**src/rtl/jtriders_cabio_pkg.sv**
```systemverilog
// Shared constants for the Konami 68000 cabinet I/O block: register selects
// and the bit positions of the fields held in the two control latches.
package jtriders_cabio_pkg;

  typedef enum logic [2:0] {
    ADDR_P0   = 3'd0,
    ADDR_P1   = 3'd1,
    ADDR_P2   = 3'd2,
    ADDR_P3   = 3'd3,
    ADDR_SYS  = 3'd4,
    ADDR_STAT = 3'd5,
    ADDR_RSV6 = 3'd6,
    ADDR_RSV7 = 3'd7
  } reg_sel_e;

  // latch_lo = {cbnk[2:0], dimpol, dimmod, eep_clk, eep_cs, eep_di}
  localparam int LO_EEP_DI  = 0;
  localparam int LO_EEP_CS  = 1;
  localparam int LO_EEP_CLK = 2;
  localparam int LO_DIMMOD  = 3;
  localparam int LO_DIMPOL  = 4;
  localparam int LO_CBNK    = 5;
  localparam int CBNK_W     = 3;

  // latch_hi bits [6:3] = {dim[2:0], rmrd}
  localparam int HI_RMRD    = 3;
  localparam int HI_DIM     = 4;
  localparam int DIM_W      = 3;

endpackage

```
**src/rtl/jtriders_debounce.sv**
```systemverilog
// Single-channel debouncer: the output follows the raw input only after the
// raw level has disagreed with it for 2^DEBW consecutive enable ticks.
module jtriders_debounce
  import jtriders_cabio_pkg::*;
#(
  parameter int DEBW = 3
) (
  input  logic clk,
  input  logic rst,
  input  logic cen,
  input  logic raw,
  output logic db
);

  logic [DEBW-1:0] cnt_q, cnt_d;
  logic            db_q, db_d;

  // A full counter means this is the 2^DEBW-th disagreeing tick.
  always_comb begin
    cnt_d = cnt_q;
    db_d  = db_q;
    if (cen) begin
      if (raw == db_q) begin
        cnt_d = '0;
      end else if (cnt_q == {DEBW{1'b1}}) begin
        db_d  = raw;
        cnt_d = '0;
      end else begin
        cnt_d = cnt_q + 1'b1;
      end
    end
  end

  always_ff @(posedge clk) begin
    if (!rst) begin
      cnt_q <= '0;
      db_q  <= 1'b1;
    end else begin
      cnt_q <= cnt_d;
      db_q  <= db_d;
    end
  end

  assign db = db_q;

endmodule

```
**src/rtl/jtriders_cabio.sv**
```systemverilog
// Cabinet I/O and control latches: registered input read mux, EEPROM/dim
// control latches, fake-DMA busy toggle, coin debounce and frame watchdog.
module jtriders_cabio
  import jtriders_cabio_pkg::*;
#(
  parameter int PLAYERS     = 4,
  parameter int JW          = 7,
  parameter int COINW       = 4,
  parameter int DEBW        = 3,
  parameter int WDOG_FRAMES = 32
) (
  input  logic                  clk,
  input  logic                  rst,
  input  logic                  cpu_cen,
  input  logic                  cab_cs,
  input  logic [2:0]            addr,
  input  logic                  iowr_lo,
  input  logic                  iowr_hi,
  input  logic                  wdog_cs,
  input  logic [7:0]            din,
  input  logic [PLAYERS*JW-1:0] joy,
  input  logic [PLAYERS-1:0]    start,
  input  logic [COINW-1:0]      coin,
  input  logic [COINW-1:0]      service,
  input  logic                  dip_test,
  input  logic                  lvbl,
  input  logic                  irq_st,
  input  logic                  eep_rdy,
  input  logic                  eep_do,
  output logic [7:0]            dout,
  output logic [7:0]            latch_lo,
  output logic [7:0]            latch_hi,
  output logic                  busy,
  output logic                  wdog_rst
);

  localparam int PN  = (PLAYERS < 4) ? PLAYERS : 4;
  localparam int JE  = (JW < 7) ? JW : 7;
  localparam int CE  = (COINW < 4) ? COINW : 4;
  localparam int WDW = (WDOG_FRAMES > 0) ? $clog2(WDOG_FRAMES + 1) : 1;

  logic [COINW-1:0] coin_db, service_db;

  genvar gi;
  generate
    for (gi = 0; gi < COINW; gi++) begin : g_deb
      jtriders_debounce #(.DEBW(DEBW)) u_coin (
        .clk (clk),
        .rst (rst),
        .cen (cpu_cen),
        .raw (coin[gi]),
        .db  (coin_db[gi])
      );
      jtriders_debounce #(.DEBW(DEBW)) u_service (
        .clk (clk),
        .rst (rst),
        .cen (cpu_cen),
        .raw (service[gi]),
        .db  (service_db[gi])
      );
    end
  endgenerate

  logic [7:0]     dout_q, dout_d;
  logic [7:0]     latch_lo_q, latch_lo_d;
  logic [7:0]     latch_hi_q, latch_hi_d;
  logic           busy_q, busy_d;
  logic           cs_l_q, cs_l_d;
  logic           lvbl_l_q, lvbl_l_d;
  logic [WDW-1:0] wdog_cnt_q, wdog_cnt_d;
  logic           wdog_rst_q, wdog_rst_d;
  logic [7:0]     rd_data, sys_byte;
  logic           lvbl_fall;

  // Unpopulated player ports, missing joystick bits and missing coin
  // channels all read back as released (1).
  always_comb begin
    sys_byte = 8'hFF;
    for (int i = 0; i < CE; i++) begin
      sys_byte[i]     = coin_db[i];
      sys_byte[4 + i] = service_db[i];
    end
    rd_data = 8'hFF;
    case (addr)
      ADDR_SYS:  rd_data = sys_byte;
      ADDR_STAT: rd_data = {dip_test, 2'b11, irq_st, lvbl, busy_q, eep_rdy, eep_do};
      default: begin
        for (int p = 0; p < PN; p++) begin
          if (addr == 3'(p)) begin
            rd_data[7] = start[p];
            for (int b = 0; b < JE; b++) rd_data[b] = joy[p*JW + b];
          end
        end
      end
    endcase
  end

  assign lvbl_fall = lvbl_l_q & ~lvbl;

  always_comb begin
    dout_d     = cab_cs  ? rd_data : dout_q;
    latch_lo_d = iowr_lo ? din     : latch_lo_q;
    latch_hi_d = iowr_hi ? din     : latch_hi_q;
    cs_l_d     = cs_l_q;
    busy_d     = busy_q;
    // Busy only flips once the CPU has stopped polling for two enables.
    if (cpu_cen) begin
      cs_l_d = cab_cs;
      if (!cab_cs && !cs_l_q) busy_d = ~busy_q;
    end
    lvbl_l_d   = lvbl;
    wdog_cnt_d = wdog_cnt_q;
    wdog_rst_d = 1'b0;
    if (WDOG_FRAMES == 0) begin
      wdog_cnt_d = '0;
    end else if (wdog_cs) begin
      wdog_cnt_d = '0;
    end else if (lvbl_fall) begin
      if (wdog_cnt_q == WDW'(WDOG_FRAMES - 1)) begin
        wdog_rst_d = 1'b1;
        wdog_cnt_d = '0;
      end else begin
        wdog_cnt_d = wdog_cnt_q + WDW'(1);
      end
    end
  end

  // cs_l starts high so the CPU is treated as polling right after reset.
  always_ff @(posedge clk) begin
    if (!rst) begin
      dout_q     <= 8'hFF;
      latch_lo_q <= 8'h00;
      latch_hi_q <= 8'h00;
      busy_q     <= 1'b0;
      cs_l_q     <= 1'b1;
      lvbl_l_q   <= 1'b0;
      wdog_cnt_q <= '0;
      wdog_rst_q <= 1'b0;
    end else begin
      dout_q     <= dout_d;
      latch_lo_q <= latch_lo_d;
      latch_hi_q <= latch_hi_d;
      busy_q     <= busy_d;
      cs_l_q     <= cs_l_d;
      lvbl_l_q   <= lvbl_l_d;
      wdog_cnt_q <= wdog_cnt_d;
      wdog_rst_q <= wdog_rst_d;
    end
  end

  assign dout     = dout_q;
  assign latch_lo = latch_lo_q;
  assign latch_hi = latch_hi_q;
  assign busy     = busy_q;
  assign wdog_rst = wdog_rst_q;

endmodule

```
**config.mk**
```make
export PLATFORM = sky130hd
export DESIGN_NAME = jtriders_cabio
export DESIGN_NICKNAME = d
export VERILOG_FILES = /design/src/rtl/jtriders_cabio_pkg.sv /design/src/rtl/jtriders_debounce.sv /design/src/rtl/jtriders_cabio.sv
export SDC_FILE = /design/constraint.sdc
export NUM_CORES = 1
export LEC_CHECK = 0
export ABC_AREA = 1
export BUFFER_PORTS_ARGS = -buffer_cell sky130_fd_sc_hd__buf_4
export CAP_MARGIN = 20
export CORE_MARGIN = 2
export CORE_UTILIZATION = 53
export DETAILED_ROUTE_END_ITERATION = 10
export HOLD_SLACK_MARGIN = 0.12
export PLACE_DENSITY = 0.8
export SETUP_SLACK_MARGIN = 0.2
export SKIP_CTS_REPAIR_TIMING = 1
export SYNTH_ARGS = -nofsm -noshare
export SYNTH_HDL_FRONTEND = slang
export SYNTH_HIERARCHICAL = 1
export SYNTH_SLANG_ARGS = --single-unit
```
**constraint.sdc**
```tcl
create_clock -name clk -period 1.35 [get_ports clk]
set_input_delay 0.27 -clock clk [delete_from_list [all_inputs] [get_ports clk]]
set_output_delay 0.27 -clock clk [all_outputs]
set_load 0.02 [all_outputs]
```
==> metrics, run 1 <==
status=complete, no violations; top-level I/O count=89; main combinational cell family by area after synthesis=simple AND/OR/NAND/NOR gates; Yosys reg bits=66; synth unique cells=25; synthesized cell area=around 0.0034 mm^2; WL/cell=13.0 um; share of Yosys cell area claimed by the top area cell type=0.386; Die Width=84.4 um; most frequent cell after synthesis=nand2_1; syn_nets=between 500 and 600; xor/xnor share of the synthesized area=0.00512; crit path time final=1.13 ns; Tot GR Track Use=0.235; Net count, final=669; fin cells=670; CP max stage cell=dfxtp_2; Detail Route Antenna Nets=0; area post-placement=roughly 0.0042 mm^2; largest net degree at the start of global routing=51; Yosys top cell by area=dfxtp_1; crit path cell chain=ha_1 -> ha_2 -> nand4_1 -> a21oi_1; Crit. End Element=register; commonest cells in the netlist=nand2_1, inv_1, dfxtp_1; Synth Area in Adders=0.0621; mux cell area share after synthesis=0; clock skew=0.00913 ns; Slew HR=0.684; H-Tree Depth=3; startpoint types=register; first drt pass iteration count=5; Power Total=roughly 0.0045 W; max cap viols=0; switching part of the total power=0.261; Final Hold Viols=0; reg2reg path depth=4; # clock sinks=66; clock latency at the later pin of the worst-skew pair=0.34 ns; Crit path largest cell delay=0.33 ns; core area=around 0.0063 mm^2; DR DRC count=0; buffers added on ports=88; placed cells=~650; register area share after synthesis=0.386; Post-Route WL=8690 um; Worst Hold Class=in2reg; final count of pins violating max slew=0; Rows=29; Initial Util=0.542; post-route cell area=0.00453 mm^2; endpoints failing setup=0; Net Switching=0.00118 W; Final period util=0.834; Via-to-Cell Ratio=5.21; Clk pin slew, worst setup/hold paths=roughly 0.070 ns; DP HPWL=6180 um; via count=3,489; FMAX=889 MHz; final core utilization=0.718; Gate power share=0.164; worst path required time=1.62 ns; initial antenna violation count=0; Worst Path Max Fanout=2; Synth Area in Compound Gates=0.123; VDD IR max=~1100 uV; RSZ-0062 raised after global routing=true; Antenna Cells=0; area of the die=0.00712 mm^2; part of the power in registers=0.458; vias in the first global route=3,324; Area Overhead vs Synth=32.4%; first-pass GRT wire length=13,800 um; die span in y=84.4 um; Pwr Density=997 mW/mm^2; yosys warns=6; total gr overflow=0; Mean Syn Cell Area=approximately 7 um^2; share of layout cells above drive strength 1=0.270; routability cong.=between 0.9 and 1; Clock power frac=0.377; CTS tree=done; cell count after synthesis=487; clock root buffer=clkbuf_8; asr flop ratio synth=0; Main synth FF type=dfxtp_1; Post-synth EDFFs=0; initial drt markers=132; TritonCTS buffer count=9; Bufs on Longest Clock Path=2; Hold WS=0.119 ns; critical path type=reg2reg; simple-gate share of the synthesized area=0.326; Crit path arrival time=1.39 ns; Int Power=0.00334 W; Leak=about 2.3 nW; Hold Path Stages=3; R2R setup slack=0.22 ns; synth top area cells=dfxtp_1, nand2_1, inv_1; Worst Tran Pin Value=0.474 ns
==> sequential cells by signal (all words and copies together), names as in the netlist, 4 cells and up <==
name / flops
latch_lo: 8
g_deb.u_coin/db: 4
g_deb.u_coin/cnt_q: 12
dout: 8
latch_hi: 8
g_deb.u_service/db: 4
wdog_cnt_q: 6
g_deb.u_service/cnt_q: 12
==> worst paths after layout <==
path | endpoint | from
min | lvbl_l_q | lvbl
max reg2reg | g_deb[0].u_service/cnt_q[2] | g_deb[0].u_service/cnt_q[0]
min reg2reg | g_deb[2].u_service/cnt_q[2] | g_deb[2].u_service/cnt_q[2]
max | g_deb[0].u_service/cnt_q[2] | g_deb[0].u_service/cnt_q[0]
==> cells in the final DEF, fill, tap and decap left out <==
cell,netlist,layout
nand2_4,2,3
ha_1,17,12
bufinv_16,0,1
clkbuf_8,0,12
nor3_4,0,2
ha_4,0,2
nand2_2,9,13
buf_12,0,1
nand2_1,87,82
ha_2,0,3
nand3_1,30,30
inv_1,67,66
dfxtp_4,0,1
clkinv_2,1,2
nor2_4,2,2
inv_2,10,11
a21oi_1,34,31
xor2_1,2,2
clkbuf_1,2,1
and2_4,0,1
clkinv_1,2,2
o21ai_0,24,24
a31o_1,8,8
nor2_1,55,55
nand4_1,32,32
nor3_1,12,10
dfxtp_2,0,5
buf_4,1,97
o21ai_1,12,12
a21oi_2,0,3
dfxtp_1,66,60
nor2_8,1,1
nand3b_1,6,6
==> worst max-delay path, delay by kind of cell (launching register included) <==
family	cells	cell delay, ns
adder cells (fa/ha/maj)	2	0.51
flip-flops	1	0.33
AO/OA/AOI/OAI	1	0.14
AND/OR/NAND/NOR	1	0.09
==> cells by family (layout without fill, tap and decap cells) <==
kind of cell,after synthesis,count (layout)
xor gates and xnor gates,2,2
and+or+nand+nor,237,237
DFF,66,66
buffers and inverters,87,193
adders and majority gates,17,17
AOI/OAI and AO/OA,78,78
==> power groups by stage <==
stage / Combinational, W / Sequential, W / Clock (W)
CTS: 0.000729 / 0.00207 / 0.00174
global placement: 0.000710 / 0.00211 / 0
floorplan: 0.000309 / 0.00217 / 0
detailed placement: 0.000723 / 0.00211 / 0
finish: 0.000744 / 0.00207 / 0.00170
global route: 0.000823 / 0.00208 / 0.00181
==> area by class of cell <==
cell class	instances	area, um^2
multi-input combinational	334	1850
clock inverter	2	35.0
tap	77	96.3
clock buffer	13	169
inverter	80	302
sequential	66	1330
timing repair buffer	98	748
fill	516	1780
==> layer usage <==
metal / vias to the layer above / global-route usage / part of all wire
met5: - / 0 / 0
met4: 0 / 0.110 / 0.019
met3: 17 / 0.0531 / 0.060
met2: 99 / 0.402 / 0.47
met1: 1561 / 0.279 / 0.45
li1: 1812 / - / -
==> stage by stage <==
step	setup slack (ns)	TNS, ns
final	0.225	0
after global placement	0.0806	0
after detailed placement	-0.00319	-0.00651
after CTS	0.0837	0
after global routing	0.110	0
after floorplan	0.216	0
Note: power is estimated with default switching activity, not from simulation.
==> run 2: changes to the inputs <==
- ABC_AREA: 1 -> 0
- CORE_UTILIZATION: 53 -> 47
- PLACE_DENSITY: 0.8 -> 0.76
- clock period: 1.35 -> 0.9 ns (I/O delays scaled with it)
==> run 2 against run 1 <==
The run now ends with setup timing left. Sequential power grew 52%. Cell area grew 17%. First-iteration DRC count shrank 15%. Largest cell class unchanged.
==> metrics, run 2 <==
status=finished, violations left; failing checks=setup timing; Tot GR Track Use=0.219 (-0.0154); Net Switching=0.00193 W (+63%); Yosys top cell by area=dfxtp_1; largest net degree at the start of global routing=35 (-31%); cell count after synthesis=326 (-33%); Net count, final=544 (-19%); WL/cell=16.3 um (+26%); crit path time final=1.34 ns (+0.213 ns); yosys warns=6 (unchanged); setup ws final=-0.438 ns (-0.663 ns); Pwr Density=1320 mW/mm^2 (+33%); H-Tree Depth=3 (unchanged); Yosys reg bits=66 (unchanged); clock latency at the later pin of the worst-skew pair=0.34 ns (about the same); CTS tree=done; Final Hold Viols=0 (unchanged); area of the die=0.00752 mm^2 (+5.6%); DR DRC count=0 (unchanged); Final period util=1.49 (+0.653); startpoint types=register; R2R setup slack=-0.44 ns (-0.66 ns); clock skew=0.00509 ns (-0.00404 ns); core area=0.00672 mm^2 (+6.4%); Crit path arrival time=1.62 ns (+0.23 ns); most frequent cell after synthesis=dfxtp_1; dpl ws=-0.481 ns (-0.478 ns); Mean Syn Cell Area=9.86 um^2 (+40%); initial antenna violation count=0 (unchanged); register area share after synthesis=0.411 (+0.0252); Post-synth EDFFs=0 (unchanged); RSZ-0062 raised after global routing=true; total gr overflow=0 (unchanged); synth top area cells=dfxtp_1, ha_1, mux2i_1; initial drt markers=112 (-15%); commonest non-fill, non-tap cell in the layout=buf_4; endpoints failing setup=60 (+60); Worst Path Max Fanout=2 (unchanged); Antenna Cells=0 (unchanged); max cap viols=0 (unchanged); first drt pass iteration count=4 (-1); synthesized cell area=0.00321 mm^2 (-6.1%); worst path required time=1.18 ns (-0.44 ns); DP HPWL=6110 um (-1.1%); Via-to-Cell Ratio=5.52 (+6.0%); VDD IR max=907 uV (-20%); Post-Route WL=8940 um (+2.9%); commonest cells in the netlist=dfxtp_1, o21ai_1, nand3b_1; switching part of the total power=0.274 (+0.0133); via count=3,031 (-13%); FMAX=747 MHz (-16%); most frequent cells in the layout=buf_4, dfxtp_2, buf_6; synth unique cells=36 (+44%); asr flop ratio synth=0 (unchanged); Clk pin slew, worst setup/hold paths=0.08 ns (about the same); top-level I/O count=89 (unchanged); TritonCTS buffer count=9 (unchanged); Bufs on Longest Clock Path=2 (unchanged); share of layout cells above drive strength 1=0.625 (+0.355); Worst Tran Pin Value=0.270 ns (-0.204 ns); Rows=30 (+3.4%); clock root buffer=clkbuf_8; Main synth FF type=dfxtp_1; Initial Util=0.478 (-0.0640); Area Overhead vs Synth=65.2%; share of Yosys cell area claimed by the top area cell type=0.411 (+0.0252); first-pass GRT wire length=13,100 um (-4.7%); vias in the first global route=2,915 (-12%); Clock power frac=0.362 (-0.015); syn_nets=406 (-28%); Detail Route Antenna Nets=0 (unchanged); Die Width=86.7 um (+2.7%); routability cong.=0.806 (-13%); area post-placement=0.00465 mm^2 (+11%); final count of pins violating max slew=0 (unchanged); part of the power in registers=0.446 (-0.012); Crit. End Element=register; die span in y=86.7 um (+2.7%); Int Power=0.00510 W (+53%); Slew HR=0.819 (+0.135); Worst Hold Class=in2reg; Leak=2.18 nW (-3.2%); # clock sinks=66 (unchanged); buffers added on ports=88 (unchanged); Regs by FF count=g_deb.u_coin/cnt_q x12, g_deb.u_service/cnt_q x12; Gate power share=0.192 (+0.028); critical path type=reg2reg; post-route cell area=0.00531 mm^2 (+17%)
[run 2: changes by cell type in the layout (fill, tap and decap cells not counted), sizes merged, moves of 20 or more]
cell   before  now
mux2i       0   20
nand2      98    9
inv        77    4
buf        98  140
nand4      32    2
nor2       58   14
a21oi      34    9
[run 2: logic make-up after synthesis]
kind of cell | share of synthesized area
AND/OR/NAND/NOR | 0.229
AO/OA/AOI/OAI | 0.140
flip-flops | 0.411
multiplexers | 0.0973
adder cells (fa/ha/maj) | 0.0662
buffers and inverters | 0.0206
XOR/XNOR | 0.0354
[run 2: final cells by class]
class / count / area, um^2
Multi-Input combinational cell: 244 / 2380
Fill cell: 421 / 1410
Sequential cell: 66 / 1390
Timing Repair Buffer: 140 / 1230
Clock buffer: 9 / 124
Tap cell: 80 / 100
Clock inverter: 7 / 77.6
Inverter: 3 / 11.3
[run 2: per-stage QoR]
stage,setup TNS [ns],util,power (W),hold slack [ns],std cells
6_report,-6.23,0.790,0.00703,0.104,549
3_3_place_gp,-5.81,0.691,0.00432,0.450,523
2_1_floorplan,-2.06,-,0.00375,0.260,326
5_1_grt,-8.38,0.790,0.00730,0.103,549
4_1_cts,-8.11,0.721,0.00687,0.0922,539
3_5_place_dp,-6.57,0.691,0.00436,0.464,523
[run 2: worst max-delay path: stages (launching register included)]
cell	delay (ns)
dfxtp_2	0.32
nor2b_4	0.18
nand4_4	0.09
or4b_1	0.54
a21oi_1	0.15
[run 2: power groups by stage]
| stage | registers (W) | logic [W] | clock network [W] |
|---|---|---|---|
| finish | 0.00314 | 0.00135 | 0.00254 |
| global route | 0.00315 | 0.00144 | 0.00271 |
| CTS | 0.00311 | 0.00119 | 0.00258 |
| detailed placement | 0.00318 | 0.00118 | 0 |
| global placement | 0.00317 | 0.00115 | 0 |
| floorplan | 0.00325 | 0.000498 | 0 |
[run 2: final timing paths]
path / cells past startpoint / to / from
hold / removal: 3 / latch_hi[5] / din[5]
setup / recovery: 4 / wdog_cnt_q[5] / lvbl_l_q
setup reg to reg: 4 / wdog_cnt_q[5] / lvbl_l_q
hold reg to reg: 2 / cs_l_q / cs_l_q
[run 2: metal layers]
layer,vias to the layer above,part of all wire,global-route usage
li1,1494,-,-
met1,1451,0.45,0.284
met2,76,0.50,0.370
met3,10,0.040,0.0419
met4,0,0.0098,0.0668
met5,-,0,0
